<file path="src/rtl/systolic_skew_feeder.sv">
`default_nettype none
//==============================================================================
//  Module      : systolic_skew_feeder
//  Description : Accepts one row of LANES operands per handshake and drives
//                them onto the array edge diagonally skewed: lane i carries
//                element i delayed by i extra cycles. A small FSM drains the
//                skew pipe after the last row of a tile and pulses done when
//                the final operand reaches the far lane.
//  Revision    : 1.0  initial release
//==============================================================================
module systolic_skew_feeder #(
    parameter int WIDTH = 8,
    parameter int LANES = 4
) (
    input  logic                   clk_i,
    input  logic                   reset_i,
    input  logic                   en_i,
    input  logic                   in_valid_i,
    output logic                   in_ready_o,
    input  logic [LANES*WIDTH-1:0] in_data_i,
    input  logic                   in_last_i,
    output logic [LANES*WIDTH-1:0] lane_out_o,
    output logic [LANES-1:0]       lane_valid_o,
    output logic                   busy_o,
    output logic                   done_o
);

    // Flush counter holds up to LANES-1; one spare bit keeps LANES==1 legal.
    localparam int CNT_W = $clog2(LANES) + 1;

    typedef enum logic [1:0] {
        S_IDLE  = 2'd0,
        S_FEED  = 2'd1,
        S_FLUSH = 2'd2,
        S_DONE  = 2'd3
    } state_t;

    state_t            state_q;
    state_t            state_d;
    logic [CNT_W-1:0]  cnt_q;
    logic [CNT_W-1:0]  cnt_d;
    logic              accept;

    // Rows are only taken while the tile is still open and the array advances.
    assign in_ready_o = en_i & ~reset_i & ((state_q == S_IDLE) || (state_q == S_FEED));
    assign accept     = in_valid_i & in_ready_o;
    assign busy_o     = ~reset_i & (state_q != S_IDLE);
    assign done_o     = ~reset_i & (state_q == S_DONE);

    // State and flush-counter register; en low freezes the whole tile.
    always_ff @(posedge clk_i) begin
        if (reset_i) begin
            state_q <= S_IDLE;
            cnt_q   <= '0;
        end else if (en_i) begin
            state_q <= state_d;
            cnt_q   <= cnt_d;
        end
    end

    // Next-state logic: the flush lasts LANES-1 advancing cycles so that done
    // coincides with the last row's element leaving the deepest lane.
    always_comb begin
        state_d = state_q;
        cnt_d   = cnt_q;
        unique case (state_q)
            S_IDLE, S_FEED: begin
                if (accept) begin
                    if (in_last_i) begin
                        if (LANES > 1) begin
                            state_d = S_FLUSH;
                            cnt_d   = CNT_W'(LANES - 1);
                        end else begin
                            state_d = S_DONE;
                        end
                    end else begin
                        state_d = S_FEED;
                    end
                end
            end
            S_FLUSH: begin
                if (cnt_q == CNT_W'(1)) begin
                    state_d = S_DONE;
                end else begin
                    cnt_d = cnt_q - CNT_W'(1);
                end
            end
            S_DONE: begin
                state_d = S_IDLE;
            end
            default: begin
                state_d = S_IDLE;
            end
        endcase
    end

    // One delay line per lane, depth i+1; non-accept cycles inject bubbles.
    for (genvar i = 0; i < LANES; i++) begin : g_lane
        logic [WIDTH-1:0] dly_data_q [0:i];
        logic [i:0]       dly_valid_q;

        // Shift the lane by one stage on every advancing cycle.
        always_ff @(posedge clk_i) begin
            if (reset_i) begin
                for (int s = 0; s <= i; s++) begin
                    dly_data_q[s] <= '0;
                end
                dly_valid_q <= '0;
            end else if (en_i) begin
                dly_data_q[0]  <= accept ? in_data_i[i*WIDTH +: WIDTH] : '0;
                dly_valid_q[0] <= accept;
                for (int s = 1; s <= i; s++) begin
                    dly_data_q[s]  <= dly_data_q[s-1];
                    dly_valid_q[s] <= dly_valid_q[s-1];
                end
            end
        end

        assign lane_out_o[i*WIDTH +: WIDTH] = dly_data_q[i];
        assign lane_valid_o[i]              = dly_valid_q[i];
    end

endmodule
`default_nettype wire

</file>
<file path="config.mk">
export PLATFORM = sky130hd
export DESIGN_NAME = systolic_skew_feeder
export DESIGN_NICKNAME = d
export VERILOG_FILES = /design/src/rtl/systolic_skew_feeder.sv
export SDC_FILE = /design/constraint.sdc
export NUM_CORES = 1
export LEC_CHECK = 0
export ABC_AREA = 1
export CAP_MARGIN = 5
export CORE_MARGIN = 2
export CORE_UTILIZATION = 51
export CTS_CLUSTER_SIZE = 40
export DETAILED_ROUTE_END_ITERATION = 8
export PLACE_DENSITY_LB_ADDON = 0.12
export SLEW_MARGIN = 20
export SYNTH_ARGS = -nofsm -noshare
export SYNTH_HDL_FRONTEND = slang
export SYNTH_SLANG_ARGS = --single-unit
</file>
<file path="constraint.sdc">
create_clock -name clk_i -period 3.4 [get_ports clk_i]
set_clock_uncertainty 0.05 [all_clocks]
set_input_delay 0.85 -clock clk_i [delete_from_list [all_inputs] [get_ports clk_i]]
set_output_delay 0.85 -clock clk_i [all_outputs]
set_load 0.01 [all_outputs]
</file>
# Word level (Yosys, flattened, before mapping)

Memory sizes are Yosys's and may differ from the RTL's.
Cells that the tools add are included.

Add/subtract/negate cells: 1
Multiply operators: 0
Div/mod/pow operators: 0
Order comparisons: 0
Equality and inequality tests: 8
Shift-type cells: 0
Muxes and demuxes: 28
Bitwise operators: 15
Reduce and logical (&&, ||, !) cells: 8

Operators with widths:

| kind                                                               | count |
|---|---|
| 8-bit two-way mux                                                  | 14 |
| 3-bit two-way mux                                                  | 3 |
| 1-bit OR                                                           | 9 |
| 2-bit inequality test, second input constant                       | 4 |
| 8-bit OR reduction                                                 | 1 |
| 1-bit two-way mux                                                  | 6 |
| 2-bit two-way mux                                                  | 3 |
| 2-bit case mux with 3 select lines                                 | 1 |
| 3-bit case mux with 2 select lines                                 | 1 |
| 1-bit bitwise AND                                                  | 5 |
| 5-bit AND reduction                                                | 1 |
| 2-bit == test, second input constant                               | 2 |
| 2-bit nonzero test                                                 | 2 |
| 3-bit by 1-bit == test with 1-bit output, second input constant    | 1 |
| 3-bit AND reduction                                                | 1 |
| 3-bit by 1-bit subtractor with 3-bit output, second input constant | 1 |
| 2-bit by 1-bit == test with 1-bit output, second input constant    | 1 |
| 2-bit logical NOT                                                  | 1 |
| 2-bit OR reduction                                                 | 1 |
| 1-bit logical OR                                                   | 1 |
| 1-bit NOT                                                          | 1 |

Register bits: 15
Latch bits: 0
Bits in writable memories: 80
Memory bits (read-only): 0
Input bits: 37
Output and inout port bits: 39
Logic and storage cells: 70
Memories: 4

Memories:

| name                 | words | width | rd ports | clocked after memory_dff | wr ports | line | source |
|---|---|---|---|---|---|---|---|
| g_lane[3].dly_data_q | 4     | 8     | 4        | 0                        | 4        | 99   | `logic [WIDTH-1:0] dly_data_q [0:i];` |
| g_lane[2].dly_data_q | 3     | 8     | 3        | 0                        | 3        | 99   |  |
| g_lane[1].dly_data_q | 2     | 8     | 2        | 0                        | 2        | 99   |  |
| g_lane[0].dly_data_q | 1     | 8     | 1        | 0                        | 1        | 99   |  |

# Depth between registers and ports, before layout

Gate-level depths: netlist of the first run.

Depth after elaboration: 6
Mapped depth: 9
Mapped depth without buffers: 9

# Least setup slack after synthesis of the first run

No wires, ideal clock.

Kind: input -> register
From: input en_i
To: memory g_lane[0].dly_data_q[0][0] (enable)
Setup time: 0.443 ns
Data arrival time: 2.649 ns
Required time: 2.907 ns
Path slack: 0.258 ns
Cell stages on the path: 2
Path buffers: 0
Cells stage by stage: inv_1 -> nand2_1

Longest elaborated chain between the ends: 5

RTL lines:

| what                            | line | source |
|---|---|---|
| from (decl)                     | 17   | `input logic en_i,` |
| 1-bit two-way mux (*)           | 109  | `end else if (en_i) begin` |
| 1-bit two-way mux (*)           | 104  | `if (reset_i) begin` |
| 1-bit two-way mux (*)           | 110  | `dly_data_q[0] <= accept ? in_data_i[i*WIDTH +: WIDTH] : '0;` |
| 8-bit OR reduction (no line)    | -    |  |
| 1-bit two-way mux (no line) (*) | -    |  |
| to (decl)                       | 99   |  |

Every way passes the cells marked *; elsewhere a longest branch is shown, timed or not.

# Final worst setup path of the first run

From: input reset_i
To: output in_ready_o

Longest elaborated chain between the ends: 3

RTL lines:

| what                            | line | source |
|---|---|---|
| from (decl)                     | 16   | `input logic reset_i,` |
| 1-bit NOT                       | 45   | `assign in_ready_o = en_i & ~reset_i & ((state_q == S_IDLE) \|\| (state_q == S_FEED));` |
| 1-bit bitwise AND (2 in series) | 45   |  |
| to (decl)                       | 19   | `output logic in_ready_o,` |

Every way passes these cells.

==> flow_summary.toml, run 1 <==
[power_and_ir_drop]
vdd_drop_max_uv = 308.0
power_density_nw_per_um2 = 476.5
p_leak_nw = 1.957
total_power_mw = 2.208

[floorplanning]
initial_core_util_pct = 53.33
core_um2 = 6907
io_pins = 76
die-area_um2 = 7918
die_w_um = 88.99
num_rows = 30
die_height_um = 88.99

[drt]
ant_nets = 0
vias = 2229
drt_wl_total_um = 5466
first_pass_iters = 4
vias_per_cell = 4.371
routedWlPerCell_um = 10.72
drt_iter0_markers = 199
drc = 0

[grt]
grt_max_degree = 53
grtUsageTotal_pct = 14.63
grt_pass1_wl_um = 8562
antenna_found_initial = 0
overflow = 0
grt_pass1_vias = 1965

[placement]
hpwl_um = 3502
port_buffers = 75
gp_congestion = 0.8794

[cts]
cts_tree = "yes"
cts_buffer_depth = 2
numCtsBuffers = 9
postCtsResizedCells = 0
clockRootBuffer = "clkbuf_8"
clock_sinks = 89
clk_latency_ns = 0.35
cts_setup_buffers = 0
path_clk_slew_ns = 0.08
postCtsHoldBufs = 0
h-tree-depth = 3

[timing]
hold_slack_ns = 0.4377
setup-tns-final_ns = 0
setup_viol = 0
slew_violations = 0
hold_viol_final = 0
fin_crit_sh_pct = 90.19
tightest_slew_ns = 0.6484
fmax_ghz = 0.3261
relSlewSlack_pct = 56.62
period_minus_slack_ns = 3.066
grt_setup_unrepaired = "no"

[setup_path]
worstPathRequired_ns = 2.50
worst-path-max-fanout = 6
worst_setup_path_end_kind = "primary output"
cp.arrival_ns = 2.17
setup.worst_path.start_class = "input port"
criticalPathCategory = "input port to primary output"

[synthesis]
synth_area_leaders = "edfxtp_1 65%, inv_1 9.5%, nor2_1 9.3%, dfxtp_1 4.9%, buf_4 3.5%"
ys_types = 16
ys_seq_elements = 89
synth.cell_area_um2 = 3684
syn_avg_cell_area_um2 = 10.71
synth_top_area_share_pct = 65.22
yosysSeqAreaShare_pct = 70.11
synth_largest_area_cell = "edfxtp_1"
syn-num-nets = 383
synthCells = 344
yosys_warnings = 0

[cells_and_area]
nFillCells = 556
drive_gt1_share_pct = 6.522
area_growth_syn_to_layout_pct = 25.78
regArea_um2 = 2582
multi_input_area_um2 = 565.5
nNetsFinal = 448
antenna-diode-count = 0

[hold_path]
min_path_type = "register to register"

[outcome]
outcome = "finished clean"

[run]
maxCapViolations = 0
[sequential cells by signal (all words and copies together), names as in the netlist]
name / count
g_lane.dly_data_q: 80
state_q: 2
cnt_q: 3
g_lane.dly_valid_q: 4
[cell type report]
cell class              count  share of cell area, %
clock buffers              11                  3.268
flip-flops and latches     89                  55.74
multi-input cells         135                  12.21
repair buffers             79                  17.12
clock inverters             5                  1.377
well taps                  96                  2.592
inverters                  95                  7.696
[path summary, 6_finish.rpt]
| path | start | endpoint | depth (start not counted) | slack, ns |
|---|---|---|---|---|
| setup / recovery | reset_i | in_ready_o | 5 | 0.33 |
| hold / removal | cnt_q[1] | cnt_q[1] | 2 | 0.44 |
| setup reg to reg | state_q[1] | g_lane[3].dly_data_q[0][4] | 3 | 1.92 |
| hold reg to reg | cnt_q[1] | cnt_q[1] | 2 | 0.44 |
[worst max-delay path, stage by stage]
cell             delay [ns]
clkdlybuf4s50_1        0.43
inv_2                  0.15
nand2_2                0.07
nor2_2                 0.11
clkdlybuf4s50_1        0.55
[synth_stat cells (all sizes together)]
cell,n
a21oi,6
buf,25
dfxtp,9
edfxtp,80
ha,2
inv,95
nand2,23
nand3,5
nor2,93
o21ai,4
o22ai,2
[metal layers]
layer | up-vias | GRT usage, % | wire length, um
li1 | 1152 | - | -
met1 | 998 | 18.25 | 2393
met2 | 64 | 23.07 | 2599
met3 | 15 | 3.786 | 304
met4 | 0 | 8.820 | 169
met5 | - | 0 | 0
[cell usage in the layout (no fill, tap or decap), drive strengths merged, types with 5 or more instances in the layout]
cell type	count
a21oi	6
clkbuf	11
clkdlybuf4s50	75
dfxtp	9
edfxtp	80
inv	95
nand2	23
nand3	5
nor2	93
[cells by family (layout without fill, tap and decap cells)]
logic type / Yosys count / after routing / share of synthesized area, %
simple gates: 121 / 121 / 12.77
flops: 89 / 89 / 70.11
compound gates: 12 / 12 / 1.698
fa+ha+maj: 2 / 2 / 0.6792
buf+inv: 120 / 190 / 14.74
[metrics by stage]
| stage | std cells | cell area [um^2] | util [%] | setup WS (ns) |
|---|---|---|---|---|
| finish | 510 | 4633 | 67.08 | 0.3335 |
| global placement | 494 | 4418 | 63.97 | 0.3485 |
| detailed placement | 494 | 4418 | 63.97 | 0.3379 |
| CTS | 510 | 4633 | 67.08 | 0.3283 |
| floorplan | 344 | 3684 | - | 0.2577 |
| global route | 510 | 4633 | 67.08 | 0.2710 |
[where the power goes]
group | total, mW | internal [mW] | switching (mW)
Sequential | 1.27 | 1.25 | 0.0159
Combinational | 0.194 | 0.101 | 0.0933
Clock | 0.746 | 0.383 | 0.362
Note: power is estimated with default switching activity, not from simulation.
==> run 2, diff against run 1 <==
- PLACE_DENSITY: not set -> 0.8
- PLACE_DENSITY_LB_ADDON: 0.12 -> not set
==> run 2 against run 1 <==
Net effect:
- utilization is 0.072 points lower
- die area did not move
- largest power group unchanged
- register-to-register slack gained 0.03 ns
- sequential power is essentially flat
- first-iteration DRC count fell by 25%
==> flow_summary.toml, run 2 (synthesis gave the netlist of run 1 again) <==
[outcome]
outcome = "finished clean"

[timing]
fin_crit_sh_pct = 90.96
period_minus_slack_ns = 3.093
fmax_ghz = 0.3233
tightest_slew_ns = 0.6173
setup-tns-final_ns = 0
slew_violations = 0
setup_viol = 0
relSlewSlack_pct = 58.70
hold_viol_final = 0
grt_setup_unrepaired = "no"

[grt]
grt_pass1_vias = 2068
antenna_found_initial = 0
grtUsageTotal_pct = 15.15
grt_pass1_wl_um = 8873
overflow = 0
grt_max_degree = 53

[power_and_ir_drop]
p_leak_nw = 1.949
vdd_drop_max_uv = 257.2
combPwrFrac_pct = 8.8
total_power_mw = 2.214
p_int_mw = 1.762
pwr-share-clk_pct = 33.9
p_sw_uw = 451.6
swShare_pct = 20.40
power_density_nw_per_um2 = 478.4
p_seq_share_pct = 57.3

[floorplanning]
initial_core_util_pct = 53.33
io_pins = 76
core_um2 = 6907
die_w_um = 88.99
num_rows = 30
die_height_um = 88.99
die-area_um2 = 7918

[hold_path]
whs_endpoint = "cnt_q[2]"
hold_depth = 2
min_path_type = "register to register"
min_from = "cnt_q[2]"

[cells_and_area]
drive_gt1_share_pct = 5.797
antenna-diode-count = 0
nNetsFinal = 448
regArea_um2 = 2582
largest_reg_flops = 80
multi_input_area_um2 = 565.5
top_register = "g_lane.dly_data_q"
layout_common_cells = "93 x inv_1, 91 x nor2_1, 80 x edfxtp_1, 75 x clkdlybuf4s50_1, 20 x nand2_1"
fin_area_um2 = 4628
area_growth_syn_to_layout_pct = 25.65
final_common_cell = "inv_1"
nFillCells = 533
top_regs = "g_lane.dly_data_q (80), g_lane.dly_valid_q (4), cnt_q (3)"

[setup_path]
worst-path-max-fanout = 5
timing.rr.start = "state_q[1]"
cpPeakStageDelay_ns = 0.58
cp.buffers_inverters = 2
cpMostUsedCell = "clkdlybuf4s50_1"
r2r_end = "g_lane[1].dly_data_q[0][6]"
criticalPathCategory = "input port to primary output"
setup.worst_path.start_class = "input port"
critPathTopFamily = "buffers and inverters"
slowest_stage = "clkdlybuf4s50_1"
crit_chain = "clkdlybuf4s50_1 -> nand2_2 -> nor2_2 -> clkdlybuf4s50_1"
worstPathRequired_ns = 2.50
reg2reg_slack_ns = 1.95
cp.arrival_ns = 2.19
worst_setup_path_end_kind = "primary output"
worst-path-stages = 4
r2r.worst_path.cells = 3

[placement]
placed_area_um2 = 4418
port_buffers = 75
hpwl_um = 3669
gp_congestion = 0.9219

[drt]
drc = 0
drt_wl_total_um = 5609
drt_iter0_markers = 149
top_layer_used = "met4"
routedWlPerCell_um = 11.00
dr_wl_met3_um = 313
drt-met1-wl_um = 2414
met2_length_um = 2762
first_pass_iters = 5
vias_per_cell = 4.269
vias = 2177
ant_nets = 0

[cts]
clockRootBuffer = "clkbuf_8"
clk_latency_ns = 0.34
cts_setup_buffers = 0
clock_sinks = 89
postCtsHoldBufs = 0
h-tree-depth = 3
path_clk_slew_ns = 0.08
cts_tree = "yes"
cts_buffer_depth = 2
numCtsBuffers = 9
postCtsResizedCells = 0

[run]
maxCapViolations = 0
## run 2: cell count changes in the layout (fill, tap and decap cells not counted)
cell / delta
clkinv_4: -3
clkinvlp_4: +1
clkbuf_1: +1
bufinv_16: +1
clkbuf_8: -2
clkinv_1: +2
## run 2: per-stage QoR
step	hold slack [ns]	instances	worst slack, ns	utilization (%)
final	0.4292	510	0.3072	67.01
after floorplan	0.3964	344	0.2577	-
after CTS	0.4240	510	0.2951	67.01
after detailed placement	0.4108	494	0.3135	63.97
after global routing	0.4693	510	0.2381	67.01
after global placement	0.4162	494	0.3145	63.97
## run 2: cell type report
cell class	count	share of cell area (%)
sequential	89	55.80
clock inverter	6	1.784
tap	96	2.595
multi-input combinational	135	12.22
timing repair buffer	79	17.14
inverter	95	7.705
clock buffer	10	2.757
## run 2: how the worst max path moves through the flow
stage                        from                    endpoint  slack [ns]
after floorplan              en_i  g_lane[0].dly_data_q[0][0]        0.26
after global placement       en_i                  in_ready_o        0.31
after detailed placement  reset_i                  in_ready_o        0.31
after CTS                 reset_i                  in_ready_o        0.30
after global routing         en_i                  in_ready_o        0.24
final                        en_i                  in_ready_o        0.31
## run 2: layer usage
| metal | up-vias | GRT usage [%] |
|---|---|---|
| met1 | 955 | 17.47 |
| met2 | 65 | 25.92 |
| li1 | 1149 | - |
| met5 | - | 0 |
| met4 | 0 | 8.820 |
| met3 | 8 | 3.509 |
## run 2: worst reg2reg max path, cell delays in order, from the launching register on
cell     delay [ns]
dfxtp_1        0.47
nor2_2         0.09
nand2_2        0.47
nor2_1         0.11
## run 2: power groups by stage
stage,clock [mW],combinational [mW],sequential (mW)
2_1_floorplan,0,0.0945,1.30
3_3_place_gp,0,0.191,1.29
3_5_place_dp,0,0.196,1.29
4_1_cts,0.775,0.197,1.27
5_1_grt,0.815,0.215,1.28
6_report,0.750,0.195,1.27
==> run 3, diff against run 2 <==
- CORE_MARGIN: 2 -> not set
- SETUP_SLACK_MARGIN: not set -> 0.1
==> run 3 against run 2 <==
Net effect:
- routed wire length is 2.3% lower
- largest cell class unchanged
- critical path type unchanged
- first-iteration DRC count is 26% lower
- critical endpoint unchanged
- total power is 3.2% lower
==> flow_summary.toml, run 3 (synthesis gave the netlist of run 1 again) <==
[cts]
clk_latency_ns = 0.35
cts_setup_buffers = 0
postCtsResizedCells = 0
h-tree-depth = 3
clockRootBuffer = "clkbuf_8"
cts_buffer_depth = 2
numCtsBuffers = 9
cts_tree = "yes"
postCtsHoldBufs = 0
clock_sinks = 89
path_clk_slew_ns = 0.07

[power_and_ir_drop]
total_power_mw = 2.144
power_density_nw_per_um2 = 464.8
p_leak_nw = 1.948
vdd_drop_max_uv = 199.6

[drt]
drc = 0
routedWlPerCell_um = 10.73
ant_nets = 0
top_layer_used = "met4"
met2_length_um = 2626
first_pass_iters = 4
drt_iter0_markers = 110
vias_per_cell = 4.415
drt_wl_total_um = 5481
dr_wl_met3_um = 305
vias = 2256
drt-met1-wl_um = 2401

[setup_path]
worst-path-max-fanout = 5
crit_start = "en_i"
worst_setup_path_end_kind = "primary output"
criticalPathCategory = "input port to primary output"
timing.rr.start = "state_q[1]"
cp.arrival_ns = 2.18
worstPathRequired_ns = 2.50
setup.worst_path.start_class = "input port"

[placement]
hpwl_um = 3587
port_buffers = 75
gp_congestion = 0.8950

[timing]
slew_violations = 0
fin_crit_sh_pct = 90.67
hold_viol_final = 0
relSlewSlack_pct = 56.00
tightest_slew_ns = 0.6577
setup-tns-final_ns = 0
fmax_ghz = 0.3244
setup_viol = 0
period_minus_slack_ns = 3.083
grt_setup_unrepaired = "no"

[hold_path]
min_from = "cnt_q[1]"
min_path_type = "register to register"

[cells_and_area]
final_common_cell = "inv_1"
drive_gt1_share_pct = 6.024
largest_reg_flops = 80
layout_common_cells = "93 x inv_1, 91 x nor2_1, 80 x edfxtp_1, 75 x clkdlybuf4s50_1, 20 x nand2_1"
top_regs = "g_lane.dly_data_q (80), g_lane.dly_valid_q (4), cnt_q (3)"
antenna-diode-count = 0
nFillCells = 502
nNetsFinal = 449
multi_input_area_um2 = 565.5
regArea_um2 = 2582
top_register = "g_lane.dly_data_q"
area_growth_syn_to_layout_pct = 25.20

[floorplanning]
die_w_um = 86.99
num_rows = 30
initial_core_util_pct = 53.62
core_um2 = 6869
die_height_um = 86.99
die-area_um2 = 7566
io_pins = 76

[grt]
grt_pass1_wl_um = 8769
grt_max_degree = 53
grtUsageTotal_pct = 15.61
overflow = 0
antenna_found_initial = 0
grt_pass1_vias = 2038

[outcome]
outcome = "finished clean"

[run]
maxCapViolations = 0
==> run 3: final timing paths <==
check                           slack [ns]  cells past startpoint                          to
worst max register to register        1.92                      3  g_lane[1].dly_data_q[0][3]
worst min-delay path                  0.44                      2                    cnt_q[1]
worst max-delay path                  0.32                      4                  in_ready_o
worst min register to register        0.44                      2                    cnt_q[1]
==> run 3: where the power goes <==
part,switching (mW),internal (mW)
Sequential,0.0162,1.25
Clock,0.345,0.335
Combinational,0.0936,0.102
==> run 3: metal layers <==
layer | vias to the layer above | track usage, %
li1 | 1152 | -
met1 | 1013 | 18.04
met2 | 77 | 26.77
met3 | 14 | 4.265
met4 | 0 | 7.727
met5 | - | 0
==> run 3: critical path: stages <==
cell	delay (ns)
clkdlybuf4s50_1	0.58
nand2_2	0.09
nor2_2	0.11
clkdlybuf4s50_1	0.55
==> run 3: area by class of cell <==
class | instances | share of cell area, %
tap | 96 | 2.604
inverter | 95 | 7.732
timing repair buffer | 80 | 17.36
sequential | 89 | 56.00
clock inverter | 6 | 1.275
multi-input combinational | 135 | 12.26
clock buffer | 10 | 2.767
==> run 3: stage by stage <==
stage	utilization (%)	setup slack [ns]	instances	cell area, um^2	hold slack, ns
final	67.14	0.3173	511	4612	0.4398
after global routing	67.14	0.2496	511	4612	0.4738
after CTS	67.14	0.3091	511	4612	0.4412
after detailed placement	64.43	0.3311	495	4425	0.4279
after global placement	64.43	0.3265	495	4425	0.4161
after floorplan	-	0.2577	344	3684	0.3964
